==> src/rtl/cgra_config_loader_pkg.sv <==
// Shared constants and enums for the CGRA config loader and its lane unpacker.
package cgra_config_loader_pkg;

   localparam int CFG_PHIT_SIZE    = 512;
   localparam int CFG_DWIDTH_INT   = 32;
   localparam int CFG_NUM_COL      = 16;
   localparam int CFG_DEPTH_CONFIG = 64;

   typedef enum logic [1:0] {
      CFG_OK         = 2'd0,
      CFG_BAD_PARAM  = 2'd1,
      CFG_EARLY_LAST = 2'd2,
      CFG_NO_LAST    = 2'd3
   } cfg_err_t;

   typedef enum logic [1:0] {
      IDLE = 2'd0,
      LOAD = 2'd1,
      FIN  = 2'd2
   } cfg_ld_state_t;

endpackage

==> src/rtl/cgra_config_loader_phit_unpack.sv <==
// Splits one read-data phit into per-column instruction words, optionally replicating lane 0.
module cfg_phit_unpack
   import cgra_config_loader_pkg::*;
#(
   parameter int PHIT_SIZE  = CFG_PHIT_SIZE,
   parameter int DWIDTH_INT = CFG_DWIDTH_INT,
   parameter int NUM_COL    = CFG_NUM_COL
) (
   input  logic [PHIT_SIZE-1:0]                 rdata_i,
   input  logic                                 broadcast_i,
   output logic [NUM_COL-1:0][DWIDTH_INT-1:0]   lanes_o
);

   always_comb begin
      lanes_o = '0;
      for (int unsigned c = 0; c < NUM_COL; c++) begin
         lanes_o[c] = broadcast_i ? rdata_i[DWIDTH_INT-1:0]
                                  : rdata_i[c*DWIDTH_INT +: DWIDTH_INT];
      end
   end

   // Phit bits beyond the last column carry nothing for the array.
   if (PHIT_SIZE > NUM_COL*DWIDTH_INT) begin : g_spare
      logic unused_spare;
      assign unused_spare = ^rdata_i[PHIT_SIZE-1:NUM_COL*DWIDTH_INT];
   end

endmodule

==> src/rtl/cgra_config_loader.sv <==
// Streams instruction phits from the AXI read channel into the per-column config memories.
module cgra_config_loader
   import cgra_config_loader_pkg::*;
#(
   parameter int PHIT_SIZE    = CFG_PHIT_SIZE,
   parameter int DWIDTH_INT   = CFG_DWIDTH_INT,
   parameter int NUM_COL      = CFG_NUM_COL,
   parameter int DEPTH_CONFIG = CFG_DEPTH_CONFIG,
   parameter int ADDR_W       = $clog2(DEPTH_CONFIG)
) (
   input  logic                           ap_clk,
   input  logic                           ap_rst_n,
   input  logic                           start,
   input  logic [ADDR_W-1:0]              base_addr,
   input  logic [ADDR_W:0]                num_words,
   input  logic [NUM_COL-1:0]             col_mask,
   input  logic                           broadcast,
   output logic                           busy,
   output logic                           done,
   output logic                           err,
   output logic [1:0]                     err_code,
   input  logic [PHIT_SIZE-1:0]           m00_axi_rdata,
   input  logic                           m00_axi_rvalid,
   output logic                           m00_axi_rready,
   input  logic                           m00_axi_rlast,
   output logic [NUM_COL-1:0]             cfg_we,
   output logic [ADDR_W-1:0]              cfg_addr,
   output logic [NUM_COL*DWIDTH_INT-1:0]  cfg_wdata
);

   cfg_ld_state_t                        state_q, state_d;
   logic [ADDR_W-1:0]                    base_q, base_d;
   logic [ADDR_W:0]                      num_q, num_d;
   logic [ADDR_W:0]                      count_q, count_d;
   logic [NUM_COL-1:0]                   mask_q, mask_d;
   logic                                 bcast_q, bcast_d;
   logic                                 err_q, err_d;
   cfg_err_t                             code_q, code_d;
   logic [NUM_COL-1:0]                   we_q, we_d;
   logic [ADDR_W-1:0]                    addr_q, addr_d;
   logic [NUM_COL-1:0][DWIDTH_INT-1:0]   wdata_q, wdata_d;

   logic [NUM_COL-1:0][DWIDTH_INT-1:0]   lanes;
   logic [ADDR_W+1:0]                    end_addr;
   logic                                 bad_param;
   logic                                 accept;
   logic                                 last_beat;

   cfg_phit_unpack #(
      .PHIT_SIZE  (PHIT_SIZE),
      .DWIDTH_INT (DWIDTH_INT),
      .NUM_COL    (NUM_COL)
   ) u_unpack (
      .rdata_i     (m00_axi_rdata),
      .broadcast_i (bcast_q),
      .lanes_o     (lanes)
   );

   // One extra bit over the address math so base+num_words cannot wrap in the check.
   assign end_addr  = {2'b00, base_addr} + {1'b0, num_words};
   assign bad_param = (num_words == '0) || (end_addr > (ADDR_W+2)'(DEPTH_CONFIG));
   assign accept    = (state_q == LOAD) && m00_axi_rvalid;
   assign last_beat = (count_q == num_q - (ADDR_W+1)'(1));

   always_comb begin
      state_d = state_q;
      base_d  = base_q;
      num_d   = num_q;
      count_d = count_q;
      mask_d  = mask_q;
      bcast_d = bcast_q;
      err_d   = err_q;
      code_d  = code_q;
      we_d    = '0;
      addr_d  = addr_q;
      wdata_d = wdata_q;

      unique case (state_q)
         IDLE: begin
            if (start) begin
               base_d  = base_addr;
               num_d   = num_words;
               mask_d  = col_mask;
               bcast_d = broadcast;
               count_d = '0;
               err_d   = 1'b0;
               code_d  = CFG_OK;
               if (bad_param) begin
                  err_d   = 1'b1;
                  code_d  = CFG_BAD_PARAM;
                  state_d = FIN;
               end else begin
                  state_d = LOAD;
               end
            end
         end
         LOAD: begin
            if (accept) begin
               we_d    = mask_q;
               addr_d  = ADDR_W'({1'b0, base_q} + count_q);
               wdata_d = lanes;
               count_d = count_q + (ADDR_W+1)'(1);
               if (last_beat) begin
                  state_d = FIN;
                  if (!m00_axi_rlast) begin
                     err_d  = 1'b1;
                     code_d = CFG_NO_LAST;
                  end
               end else if (m00_axi_rlast) begin
                  err_d   = 1'b1;
                  code_d  = CFG_EARLY_LAST;
                  state_d = FIN;
               end
            end
         end
         FIN:     state_d = IDLE;
         default: state_d = IDLE;
      endcase
   end

   always_ff @(posedge ap_clk) begin
      if (!ap_rst_n) begin
         state_q <= IDLE;
         base_q  <= '0;
         num_q   <= '0;
         count_q <= '0;
         mask_q  <= '0;
         bcast_q <= 1'b0;
         err_q   <= 1'b0;
         code_q  <= CFG_OK;
         we_q    <= '0;
         addr_q  <= '0;
         wdata_q <= '0;
      end else begin
         state_q <= state_d;
         base_q  <= base_d;
         num_q   <= num_d;
         count_q <= count_d;
         mask_q  <= mask_d;
         bcast_q <= bcast_d;
         err_q   <= err_d;
         code_q  <= code_d;
         we_q    <= we_d;
         addr_q  <= addr_d;
         wdata_q <= wdata_d;
      end
   end

   assign busy           = (state_q != IDLE);
   assign done           = (state_q == FIN);
   assign m00_axi_rready = (state_q == LOAD);
   assign err            = err_q;
   assign err_code       = code_q;
   assign cfg_we         = we_q;
   assign cfg_addr       = addr_q;
   assign cfg_wdata      = wdata_q;

endmodule
==> config.mk <==
export PLATFORM = sky130hd
export DESIGN_NAME = cgra_config_loader
export DESIGN_NICKNAME = d
export VERILOG_FILES = /design/src/rtl/cgra_config_loader_pkg.sv /design/src/rtl/cgra_config_loader_phit_unpack.sv /design/src/rtl/cgra_config_loader.sv
export SDC_FILE = /design/constraint.sdc
export NUM_CORES = 1
export LEC_CHECK = 0
export ABC_AREA = 1
export BUFFER_PORTS_ARGS = -buffer_cell sky130_fd_sc_hd__buf_2
export CAP_MARGIN = 20
export CORE_AREA = 2 2 427 429
export DETAILED_ROUTE_END_ITERATION = 8
export DIE_AREA = 0 0 429 431
export PLACE_DENSITY = 0.3
export SYNTH_ARGS = -nofsm -noshare
export SYNTH_HDL_FRONTEND = slang
export SYNTH_SLANG_ARGS = --single-unit
==> constraint.sdc <==
create_clock -name ap_clk -period 2.2 [get_ports ap_clk]
set_input_delay 0.11 -clock ap_clk [delete_from_list [all_inputs] [get_ports ap_clk]]
set_output_delay 0.11 -clock ap_clk [all_outputs]
set_load 0.02 [all_outputs]
==> results of run 1 <==
-- per-stage QoR --
| step | setup WS [ns] | std cells | TNS (ns) | cell area, µm² | power (W) |
|---|---|---|---|---|---|
| after floorplan | 0.5569 | 2751 | 0 | 22120 | 0.01488 |
| after global placement | -0.002287 | 6039 | -0.002287 | 30670 | 0.01834 |
| after detailed placement | 0.09312 | 6039 | 0 | 30670 | 0.01833 |
| after CTS | 0.01360 | 6757 | 0 | 39100 | 0.03331 |
| after global routing | -0.0005278 | 6776 | -0.0005278 | 39200 | 0.03418 |
| final | 0.1171 | 6788 | 0 | 39230 | 0.03265 |
-- critical path: cells and delay by family, from the launching register on --
family	cells	cell delay, ns
buffers and inverters	5	1.06
flip-flops	1	0.36
AND/OR/NAND/NOR	2	0.29
AO/OA/AOI/OAI	2	0.29
-- worst paths after layout --
kind | to | from | cells past startpoint | slack [ns]
setup reg to reg | cfg_wdata[475] | state_q[0] | 9 | 0.12
setup / recovery | cfg_wdata[475] | state_q[0] | 9 | 0.12
hold / removal | num_q[0] | num_words[0] | 4 | 0.11
hold reg to reg | cfg_we[8] | mask_q[8] | 2 | 0.44
-- layout make-up --
class,count,area (µm²),share of cell area [%]
Timing Repair Buffer,1767,12530,31.95
Sequential cell,576,11530,29.40
Multi-Input combinational cell,1839,9200,23.45
Tap cell,2370,2965,7.558
Clock buffer,122,2320,5.913
Clock inverter,21,349.1,0.8898
Inverter,65,260.3,0.6634
Antenna cell,28,70.07,0.1786
-- routing by layer --
| layer | vias to the layer above | GRT usage (%) |
|---|---|---|
| met4 | 14 | 8.237 |
| li1 | 12900 | - |
| met1 | 12940 | 20.33 |
| met5 | - | 0 |
| met3 | 256 | 4.877 |
| met2 | 1052 | 30.00 |
-- sequential cells by signal, summed over array words and instances, names as in the netlist, 2 cells and up --
signal / cells
cfg_addr: 6
err_code: 2
cfg_wdata: 512
state_q: 2
num_q: 7
count_q: 7
base_q: 6
cfg_we: 16
mask_q: 16
-- where the power goes --
group	total (W)	leakage, nW	internal [W]	switching (W)
logic	0.00731	12.2	0.00259	0.00472
registers	0.0116	4.68	0.0112	0.000416
clock network	0.0137	1.30	0.00811	0.00560
total	0.0327	18.2	0.0219	0.0107
-- layout by cell type (no fill, tap or decap), types with 26 or more instances in the layout --
cell                            synthesis  routed
sky130_fd_sc_hd__buf_2                 98    1085
sky130_fd_sc_hd__inv_1                 59      58
sky130_fd_sc_hd__a31oi_1              466     466
sky130_fd_sc_hd__diode_2                0      28
sky130_fd_sc_hd__nand2_1              589     559
sky130_fd_sc_hd__nor2_1               114     113
sky130_fd_sc_hd__buf_12                 0      40
sky130_fd_sc_hd__clkbuf_16              0      81
sky130_fd_sc_hd__o21ai_0              449     449
sky130_fd_sc_hd__nand2_2                0      30
sky130_fd_sc_hd__dfxtp_1              576     574
sky130_fd_sc_hd__clkbuf_1             158      26
sky130_fd_sc_hd__a21oi_1               58      58
sky130_fd_sc_hd__o21ai_1              100     100
sky130_fd_sc_hd__buf_4                  0      64
sky130_fd_sc_hd__dlygate4sd3_1          0     575
-- repair_timing --
item                       4_1_cts  5_1_grt
hold endpoints to repair       547        0
resized for setup                0        7
setup endpoints to repair        0       24
buffers inserted                 0        3
hold buffers                   575        0
-- cells by family (layout without fill, tap and decap cells) --
group	count (synthesis)	count (layout)	synth area share [%]
simple gates	734	734	12.76
fa+ha+maj	15	15	0.9163
flops	576	576	52.12
compound gates	1083	1083	27.26
other cells	0	28	0
xor+xnor	7	7	0.2771
buf+inv	336	1975	6.663
==> metrics.md, run 1 <==
| Metric | Value |
|---|---|
| Setup violations, final | `0` |
| Maximum cell stage delay along the critical path | `approximately 0.57 ns` |
| Drc violations | `0` |
| Pwr Density | `832.3 nW/µm²` |
| # nets final | `4890` |
| Worst clock skew | `approximately 0.032 ns` |
| Number of nets still failing antenna checks after routing | `0` |
| Initial core utilization | `around an eighth` |
| Number of register bits inferred by synthesis | `between 500 and 600` |
| Max Used Layer | `met5` |
| Number of max-cap violations | `0` |
| Leak pwr | `~18 nW` |
| Peak ir drop on the vdd network | `0.0004694 V` |
| Worst Max-Slew Pin Slew | `0.7198 ns` |
| Top flip-flop cell by instance count after synthesis | `sky130_fd_sc_hd__dfxtp_1` |
| Cell types with the largest area share after synthesis | `sky130_fd_sc_hd__dfxtp_1 52%, sky130_fd_sc_hd__a31oi_1 13%, sky130_fd_sc_hd__o21ai_0 10%` |
| Final hold vios | `0` |
| Final Max Tran Viols | `0` |
| Die Wd | `roughly 430 µm` |
| Routed vias/inst | `approximately 4` |
| Post-synth top area cell | `sky130_fd_sc_hd__dfxtp_1` |
| Count leader, synth | `sky130_fd_sc_hd__nand2_1` |
| Maximum number of pins on one net before global-route repair | `120` |
| Vias in the first global route | `around 27000` |
| Count of input and output buffers | `between 1000 and 1500` |
| TritonCTS Buffers | `just under 80` |
| Root Driver | `sky130_fd_sc_hd__clkbuf_16` |
| Kind of end point of the critical path | `flop` |
| YS warnings | `0` |
| Routed metal-1 wire length | `a little under 70000 µm` |
| Growth of design area from synthesis to finish | `77.34%` |
| Status | `complete, no violations` |
| Cell with the largest stage delay on the worst path | `sky130_fd_sc_hd__dlygate4sd3_1` |
| Worst slew margin relative to its limit | `a little over half` |
| Chain of cells forming the critical path | `inv_2, nor2_4, inv_2, nor2_4, buf_4, buf_12, o21ai_0, a31oi_1, dlygate4sd3_1` |
| H-Tree Level Count | `3` |
| Fraction of final layout cells with drive strength greater than 1 | `just over 30%` |
| Library cells used by synthesis | `31` |
| Clock sink total | `576` |
| Remaining global-route overflow | `0` |
| Total wirelength of the detailed-routed design | `169500 µm` |
| DR iter-0 viols | `1682` |
| CP max FO | `43` |
| Overall routing resource usage | `between 10% and 20%` |
| Count of flip-flops with a built-in enable after synthesis | `0` |
| Leading cell types by count after synthesis | `589 x sky130_fd_sc_hd__nand2_1, 576 x sky130_fd_sc_hd__dfxtp_1, 466 x sky130_fd_sc_hd__a31oi_1` |
| Boundary pin count | `~1100` |
| Total number of placement rows | `156` |
| Antenna violations before repair | `60` |
| Utilization after layout | `around 22%` |
| Crit start category | `flop` |
| Clk slew on worst S/H paths | `0.06 ns` |
| Height of the die | `between 400 and 500 µm` |
| Fraction of post-synthesis cell area in the top cell type by area | `around 52%` |
| Area of the core region | `roughly 180000 µm²` |
| Data arrival time of the worst path | `between 2 and 3 ns` |
| Area of the die | `between 150000 and 200000 µm²` |
| Synthesized area per cell | `8.042 µm²` |
| Fraction of registers with async set/reset | `0%` |
| Length of the first detailed-routing pass in iterations | `5` |
| Worst hold-check slack | `about 0.11 ns` |
| Filler cells | `~20000` |
| Detailed route wirelength on metal2 | `between 80000 and 90000 µm` |
| Via count | `around 27000` |
| Crit path time final | `~2.1 ns` |
| Routed length on met3 | `about 12000 µm` |
| Required time worst endpoint | `roughly 2.8 ns` |
| First-pass GRT wire length | `around 230000 µm` |
| Synth Net Count | `around 3300` |
| Final weighted congestion of routability-driven global placement | `slightly above 0.8` |
| Kind of path behind the tightest hold check | `in2reg` |
| Total half-perimeter wirelength after legalization and detailed placement | `about 120000 µm` |
| Post-route fraction of the period consumed by the critical path | `between 90% and 100%` |
| Crit path kind | `reg2reg` |
| Total standard cell area after synthesis | `about 22000 µm²` |
| Synthesized instance count | `approximately 2800` |
| Routed wire per std cell | `approximately 25 µm` |
| Maximum clock frequency | `slightly below 500 MHz` |
| Maximum buffer depth of the clock tree | `3` |
| Portion of the post-synthesis area used by sequential elements | `a little over half` |
| CTS tree | `built` |
| Insertion delay of the later-clocked pin in the worst-skew pair | `~0.7 ns` |
(Power assumes the default switching activity.)
==> run 2, diff against run 1 <==
==> constraint.sdc (replaced) <==
create_clock -name ap_clk -period 2.2 [get_ports ap_clk]
set_input_delay 0.44 -clock ap_clk [delete_from_list [all_inputs] [get_ports ap_clk]]
set_output_delay 0.44 -clock ap_clk [all_outputs]
set_load 0.02 [all_outputs]
==> run 2 against run 1 <==
Compared with the run above: die area stayed put; setup slack better by 0.033 ns; critical path type is now reg2out; first-iteration DRC count up 6.2%; highest routed layer unchanged; final cell count shrank 1.3%; utilization down 0.31 points; critical endpoint is now m00_axi_rready.
==> metrics.md, run 2 (synthesis results as in run 1) <==
| Metric | Value |
|---|---|
| Clk slew on worst S/H paths | `0.06 ns` |
| Fraction of final layout cells with drive strength greater than 1 | `~32%` |
| Hold_sp | `m00_axi_rdata[363]` |
| Total half-perimeter wirelength after legalization and detailed placement | `between 100000 and 150000 µm` |
| Area of the core region | `180200 µm²` |
| Leak pwr | `17.98 nW` |
| Number of nets still failing antenna checks after routing | `0` |
| Critical path launch point | `state_q[0]` |
| Worst slew margin relative to its limit | `approximately 53%` |
| Routed wire per std cell | `about 25 µm` |
| Maximum buffer depth of the clock tree | `3` |
| # nets final | `roughly 4800` |
| Root Driver | `sky130_fd_sc_hd__clkbuf_16` |
| Via count | `about 27000` |
| Critical register-to-register path startpoint | `num_q[1]` |
| Drc violations | `0` |
| Kind of end point of the critical path | `output pin` |
| Vias in the first global route | `around 27000` |
| Final weighted congestion of routability-driven global placement | `0.8291` |
| Crit start category | `flop` |
| Required time worst endpoint | `1.76 ns` |
| CTS tree | `built` |
| Initial core utilization | `between 10 and 15%` |
| Highest-count cells in the layout ignoring fill and taps | `1084 x sky130_fd_sc_hd__buf_2, 575 x sky130_fd_sc_hd__dfxtp_1, 559 x sky130_fd_sc_hd__nand2_1` |
| DR iter-0 viols | `between 1500 and 2000` |
| Post-route fraction of the period consumed by the critical path | `93.19%` |
| Growth of design area from synthesis to finish | `74.84%` |
| Pwr Density | `853.4 nW/µm²` |
| Status | `complete, no violations` |
| Routed vias/inst | `~4.0` |
| Final non-filler cell total | `roughly 6700` |
| Insertion delay of the later-clocked pin in the worst-skew pair | `a little over 0.7 ns` |
| Final hold vios | `0` |
| Worst Max-Slew Pin Slew | `around 0.71 ns` |
| H-Tree Level Count | `3` |
| Peak ir drop on the vdd network | `~0.00041 V` |
| Total number of placement rows | `156` |
| Maximum number of pins on one net before global-route repair | `98` |
| Crit path kind | `reg2out` |
| Die Wd | `between 400 and 500 µm` |
| Final Max Tran Viols | `0` |
| Post-CTS Setup Inserts | `0` |
| Filler cells | `between 20000 and 25000` |
| Setup repair after global routing missed its margin | `no` |
| Height of the die | `~430 µm` |
| Worst clock skew | `0.03550 ns` |
| Maximum clock frequency | `487.8 MHz` |
| Data arrival time of the worst path | `1.61 ns` |
| Placed cells | `6064` |
| Total wirelength of the detailed-routed design | `approximately 170000 µm` |
| Area of the die | `184900 µm²` |
| Kind of path behind the tightest hold check | `in2reg` |
| Number of max-cap violations | `0` |
| Crit path time final | `2.050 ns` |
| Clock sink total | `576` |
| First-pass GRT wire length | `between 200000 and 250000 µm` |
| Setup TNS after final layout | `0 ns` |
| TritonCTS Buffers | `approximately 80` |
| Largest register FFs | `approximately 510` |
| Seq. cell area | `11530 µm²` |
| Overall routing resource usage | `17.42%` |
| CP max FO | `8` |
| Length of the first detailed-routing pass in iterations | `7` |
| Setup violations, final | `0` |
| Utilization after layout | `roughly 21%` |
| Remaining global-route overflow | `0` |
| Antenna violations before repair | `between 60 and 70` |
| Count of input and output buffers | `approximately 1100` |
| Boundary pin count | `1087` |
| Multi-input gate area | `around 9200 µm²` |
| Leading cell type in the layout, fill and taps excluded | `sky130_fd_sc_hd__buf_2` |
run 2: changes by cell type in the layout (fill, tap and decap cells not counted), moves of 3 or more:
| cell | change |
|---|---|
| sky130_fd_sc_hd__diode_2 | -8 |
| sky130_fd_sc_hd__clkbuf_8 | +8 |
| sky130_fd_sc_hd__clkbuf_1 | -13 |
| sky130_fd_sc_hd__buf_4 | +9 |
| sky130_fd_sc_hd__dlygate4sd3_1 | -99 |
| sky130_fd_sc_hd__buf_12 | +15 |
| sky130_fd_sc_hd__clkinv_2 | +3 |
run 2: final timing paths:
path                    end  cells after the start  slack [ns]
max          m00_axi_rready                      4        0.15
min          cfg_wdata[363]                      3        0.06
max reg2reg     err_code[0]                     15        0.33
min reg2reg       cfg_we[2]                      2        0.43
run 2: area by class of cell:
cell class                      instances  share of cell area (%)
Clock inverter                         23                  0.9122
Clock buffer                          120                   6.350
Antenna cell                           20                  0.1294
Tap cell                             2370                   7.667
Timing Repair Buffer                 1690                   30.68
Inverter                               65                  0.6502
Sequential cell                       576                   29.82
Multi-Input combinational cell       1839                   23.80
run 2: stage by stage:
step | hold slack [ns] | total power, W | setup slack, ns | instance area (µm²)
6_report | 0.06389 | 0.03301 | 0.1499 | 38680
4_1_cts | 0.0002521 | 0.03362 | 0.009066 | 38610
3_3_place_gp | 0.4214 | 0.01841 | -0.2578 | 31040
2_1_floorplan | 0.4160 | 0.01488 | 0.3198 | 22120
3_5_place_dp | 0.4272 | 0.01839 | -0.2004 | 31040
5_1_grt | 0.02735 | 0.03447 | 0.01837 | 38640
run 2: what timing repair did:
action / 4_1_cts / 5_1_grt
endpoints found under the setup margin: 1 / 3
pin swaps: 0 / 0
hold buffers: 476 / 0
gates resized for setup: 1 / 4
hold endpoints to repair: 476 / 0
run 2: where the power goes:
group,switching [W],total [W],internal [W]
logic,0.00466,0.00719,0.00253
registers,0.000403,0.0116,0.0112
clock network,0.00565,0.0142,0.00854
run 2: routing by layer:
metal,up-vias,global-route usage (%),share of wire [%]
met3,216,4.272,6.3
met1,12990,20.71,41
met4,18,4.692,2.5
met5,-,0,0.070
li1,12730,-,-
met2,994,31.00,50
run 2: critical path, cell delays in order, from the launching register on:
cell                      delay, ns
sky130_fd_sc_hd__dfxtp_1       0.39
sky130_fd_sc_hd__inv_2         0.06
sky130_fd_sc_hd__nor2_4        0.10
sky130_fd_sc_hd__buf_4         0.20
sky130_fd_sc_hd__buf_6         0.16
